File: src/rtl/uart_echo_fifo.sv
// uart_echo_fifo: buffers received UART words in a circular FIFO and replays them to the sender with a guard gap.
// Define UART_ECHO_STATS_EN to add saturating rx/tx/drop counters.
module uart_echo_fifo #(
  parameter int DATA_W     = 8,
  parameter int DEPTH      = 16,
  parameter int GAP_CYCLES = 2
) (
  input  logic                     clk,
  input  logic                     rst_n,
  input  logic [DATA_W-1:0]        rx_data,
  input  logic                     rx_valid,
  input  logic                     tx_ready,
  output logic [DATA_W-1:0]        tx_data,
  output logic                     tx_enable,
  output logic [$clog2(DEPTH):0]   level,
  output logic                     overflow,
  output logic                     led
`ifdef UART_ECHO_STATS_EN
  ,
  output logic [15:0]              rx_count,
  output logic [15:0]              tx_count,
  output logic [15:0]              drop_count
`endif
);
  localparam int AW = $clog2(DEPTH);
  localparam int LW = AW + 1;
  localparam int GW = $clog2(GAP_CYCLES + 1);
  typedef enum logic {IDLE, GAP} state_e;
  state_e state_q, state_d;
  logic [DATA_W-1:0] mem_q [DEPTH];
  logic [AW-1:0] rd_q, rd_d, wr_q, wr_d;
  logic [LW-1:0] level_q, level_d;
  logic [GW-1:0] gap_q, gap_d;
  logic [DATA_W-1:0] tx_data_q, tx_data_d;
  logic tx_en_q, tx_en_d, ovf_q, ovf_d, push_ok, drop, pop;
  always_comb begin
    push_ok   = rx_valid && (level_q != LW'(DEPTH));
    drop      = rx_valid && (level_q == LW'(DEPTH));
    pop       = (state_q == IDLE) && (level_q != '0) && tx_ready;
    state_d   = state_q;
    gap_d     = gap_q;
    tx_en_d   = 1'b0;
    tx_data_d = tx_data_q;
    if (pop) begin
      state_d   = GAP;
      gap_d     = GW'(GAP_CYCLES);
      tx_en_d   = 1'b1;
      tx_data_d = mem_q[rd_q];
    end else if (state_q == GAP) begin
      gap_d   = gap_q - GW'(1);
      state_d = (gap_q == GW'(1)) ? IDLE : GAP;
    end
    rd_d    = pop ? rd_q + AW'(1) : rd_q;
    wr_d    = push_ok ? wr_q + AW'(1) : wr_q;
    level_d = (push_ok && !pop) ? level_q + LW'(1) :
              (!push_ok && pop) ? level_q - LW'(1) : level_q;
    ovf_d   = ovf_q || drop;
  end
  always_ff @(posedge clk) begin
    if (push_ok) mem_q[wr_q] <= rx_data;
  end
  always_ff @(posedge clk or negedge rst_n) begin
    if (!rst_n) begin
      state_q   <= IDLE;
      rd_q      <= '0;
      wr_q      <= '0;
      level_q   <= '0;
      gap_q     <= '0;
      tx_data_q <= '0;
      tx_en_q   <= 1'b0;
      ovf_q     <= 1'b0;
    end else begin
      state_q   <= state_d;
      rd_q      <= rd_d;
      wr_q      <= wr_d;
      level_q   <= level_d;
      gap_q     <= gap_d;
      tx_data_q <= tx_data_d;
      tx_en_q   <= tx_en_d;
      ovf_q     <= ovf_d;
    end
  end
  assign tx_data   = tx_data_q;
  assign tx_enable = tx_en_q;
  assign level     = level_q;
  assign overflow  = ovf_q;
  assign led       = ovf_q;
`ifdef UART_ECHO_STATS_EN
  logic [15:0] rx_cnt_q, rx_cnt_d, tx_cnt_q, tx_cnt_d, drop_cnt_q, drop_cnt_d;
  always_comb begin
    rx_cnt_d   = (push_ok && rx_cnt_q != 16'hFFFF) ? rx_cnt_q + 16'd1 : rx_cnt_q;
    tx_cnt_d   = (pop && tx_cnt_q != 16'hFFFF) ? tx_cnt_q + 16'd1 : tx_cnt_q;
    drop_cnt_d = (drop && drop_cnt_q != 16'hFFFF) ? drop_cnt_q + 16'd1 : drop_cnt_q;
  end
  always_ff @(posedge clk or negedge rst_n) begin
    if (!rst_n) begin
      rx_cnt_q   <= '0;
      tx_cnt_q   <= '0;
      drop_cnt_q <= '0;
    end else begin
      rx_cnt_q   <= rx_cnt_d;
      tx_cnt_q   <= tx_cnt_d;
      drop_cnt_q <= drop_cnt_d;
    end
  end
  assign rx_count   = rx_cnt_q;
  assign tx_count   = tx_cnt_q;
  assign drop_count = drop_cnt_q;
`endif
endmodule

File: config.mk
export PLATFORM = sky130hd
export DESIGN_NAME = uart_echo_fifo
export DESIGN_NICKNAME = d
export VERILOG_FILES = /design/src/rtl/uart_echo_fifo.sv
export SDC_FILE = /design/constraint.sdc
export NUM_CORES = 1
export LEC_CHECK = 0
export ABC_AREA = 1
export BUFFER_PORTS_ARGS = -buffer_cell sky130_fd_sc_hd__buf_2
export CAP_MARGIN = 10
export CORE_MARGIN = 2
export CORE_UTILIZATION = 60
export CTS_CLUSTER_SIZE = 16
export DETAILED_ROUTE_END_ITERATION = 12
export GPL_ROUTABILITY_DRIVEN = 0
export PLACE_DENSITY = 0.86
export SYNTH_ARGS = -nofsm -noshare
export SYNTH_HDL_FRONTEND = slang
export SYNTH_SLANG_ARGS = --single-unit
File: constraint.sdc
create_clock -name clk -period 2.9 [get_ports clk]
set_clock_uncertainty 0.1 [all_clocks]
set_input_delay 0.58 -clock clk [delete_from_list [all_inputs] [get_ports clk]]
set_output_delay 0.58 -clock clk [all_outputs]
set_load 0.03 [all_outputs]
==> flow_summary.toml <==
[worst_setup_path]
critPathLaunch = "level[0]$_DFFE_PN0P_"
crit_required_ns = 3.17
arrival_ns = 2.85
setup.worst_path.end_class = "flip-flop"
regToRegStartpoint = "level[0]$_DFFE_PN0P_"
cp-start-kind = "flip-flop"
cp_max_fo = 14
critical_path_class = "reg2reg"

[layout]
layout-area-overhead-vs-synth_pct = 12.2
fin_nets = 729
fin_util_pct = 68.2
layout-drive-gt1-share_pct = 10.0
n_antenna_cell = 0

[floorplanning]
io_pins = 28
rows = 39
die_area_mm2 = 0.0123
die_y_um = 111
die_w_um = 111
start_util_pct = 60.8
fp.coreArea_mm2 = 0.0113

[global_routing]
grt_pass1_vias = 4768
grt_pass1_wl_um = 24500
grt_max_degree = 67
antenna_found_initial = 0
grt_overflow_total = 0
grt_usage_pct = 26.4

[yosys]
ys_types = 25
synth_top_area_share_pct = 56.1
synth_area_leaders = "edfxtp_1, nand2_1, dfrtp_1, nand3_1, inv_1"
synth_nets = 694
mappedNetlistArea_mm2 = 0.00685
synth.avg_cell_area_um2 = 10.2
synth-async-reset-ratio_pct = 16.9
yosysTopAreaCell = "edfxtp_1"
syn-instance-count = 671
ys_warn_count = 0
synth_edf_count = 128
ys_ff_latch = 154
ys_seq_area_share_pct = 65.6
synth_ff_type = "edfxtp_1"

[timing]
rsz0062_at_grt = "no"
tightest_slew_ns = 0.727
min_period_ns = 2.58
fmax_mhz = 387
finalMaxSlewViolations = 0
setup_tns_ns = 0
setup_violations = 0
min_period_over_period_pct = 89.1
hold_violations = 0
max_slew_margin_pct = 51.3

[clock_tree]
numCtsBuffers = 17
cts_hold_buf = 0
clockBufferDepth = 2
clock_sinks = 154
cts_tree = "yes"
cts-htree-levels = 4
path_clk_slew_ns = 0.06
clk_root_buffer_cell = "clkbuf_16"
clock_latency_ns = 0.43
cts_setup_buffers = 0

[min_path]
hold_class = "in2async"

[drt]
vias_per_cell = 5.58
drcViolationCount = 0
vias = 4814
finalWirelength_um = 15400
detail-route-antenna-nets = 0
routedWlPerCell_um = 17.8
first_iter_violations = 496
drt_first_pass_iters = 6

[power]
power_density_mw_per_mm2 = 1040
irDropWorstVdd_mv = 0.674
leakagePower_nw = 3.45

[status]
status = "complete, no violations"

[placed_design]
port_buffers = 27
hpwlAfterDp_um = 9480

[flow_run]
drv_cap = 0
cell families (layout without fill, tap and decap cells):
kind of cell / after synthesis / after routing / share of synthesized area (%)
AOI/OAI and AO/OA: 13 / 13 / 1.04
buffers and inverters: 146 / 194 / 9.34
xor gates and xnor gates: 9 / 9 / 1.15
DFF: 154 / 154 / 65.6
and+or+nand+nor: 338 / 338 / 20.7
adders and majority gates: 11 / 11 / 2.12
placed cells by master, fill, tap and decap left out:
cell type and n:
buf_2 27, buf_12 1, nor2_1 11, nand3b_1 1, dfrtp_2 1, edfxtp_1 128, nor3_1 12, nand2_1 212
clkinvlp_4 1, a31oi_1 1, a21boi_0 1, xnor2_1 1, bufinv_16 3, inv_2 1, xor2_1 8, fa_1 1
clkbuf_1 3, a21oi_1 2, ha_1 10, o21ai_0 8, inv_1 114, clkbuf_16 17, buf_4 17, nand4_1 1
dfrtp_1 25, clkinv_2 2, clkinv_1 8, nand3_1 99, nand2_2 1, o21bai_1 1, nand2_4 1
worst max-delay path, stage by stage, from the launching register on:
cell and delay (ns):
dfrtp_1 0.45, nor2_1 0.20, nand3_1 0.18, nand2_4 0.19, inv_1 0.13, ha_1 0.25
inv_1 0.15, ha_1 0.29, a21oi_1 0.14, nor2_1 0.05, nor2_1 0.11, xor2_1 0.15
nand2_1 0.07, nand2_1 0.06
through the flow:
stage	power, mW	setup slack [ns]	area [um2]	hold WS (ns)	cells
finish	7.96	0.316	7680	0.0591	862
global route	8.39	0.0489	7680	0.107	862
CTS	7.91	0.257	7680	0.0791	862
detailed placement	5.75	0.271	7110	0.366	830
global placement	5.61	0.444	7110	0.357	830
floorplan	5.03	0.467	6850	0.184	671
registers in the layout, summed over array words and instances (netlist names):
signal,cells
wr_q,4
level,5
tx_data,8
led,1
mem_q,128
tx_enable,1
state_q,1
gap_q,2
rd_q,4
final timing paths:
| kind | slack [ns] | endpoint | cells after the start |
|---|---|---|---|
| worst max-delay path | 0.32 | level[4]$_DFFE_PN0P_ | 13 |
| worst min-delay path | 0.06 | level[0]$_DFFE_PN0P_ | 1 |
| worst max register to register | 0.32 | level[4]$_DFFE_PN0P_ | 13 |
| worst min register to register | 0.37 | tx_data[1]$_DFFE_PN0P_ | 2 |
| max in group asynchronous | 2.21 | rd_q[0]$_DFFE_PN0P_ | 1 |
| min in group clk | 0.34 | led$_DFF_PN0_ | 3 |
synth_stat cells (5+ instances only):
master	number
buf_6	7
dfrtp_1	26
nand3_1	99
edfxtp_1	128
inv_1	114
buf_2	16
nand2_1	212
nor3_1	12
nor2_1	11
o21ai_0	8
ha_1	10
xor2_1	8
buf_4	5
report_power, final:
group	internal (mW)	switching [mW]	leakage (nW)
logic	0.835	2.03	1.71
clock network	1.33	0.817	0.273
registers	2.77	0.188	1.47
total	4.93	3.03	3.45
per-layer routing:
metal  vias up  wire (um)  GRT usage (%)
met1      2270       5810           34.6
met4         0        471           12.9
li1       2220          -              -
met2       282       7490           41.7
met3        42       1610           6.67
met5         -          0              0
final cells by class:
cell class | instances | area (um2)
Multi-Input combinational cell | 371 | 1720
Fill cell | 778 | 3590
Inverter | 117 | 439
Clock inverter | 12 | 130
Timing Repair Buffer | 45 | 283
Sequential cell | 154 | 4500
Tap cell | 143 | 179
Clock buffer | 20 | 437
repair_timing:
action,CTS,global route
hold endpoints to repair,0,0
gates resized for setup,0,1
setup endpoints to repair,0,1
No activity file was read; power rests on OpenSTA's default activity.
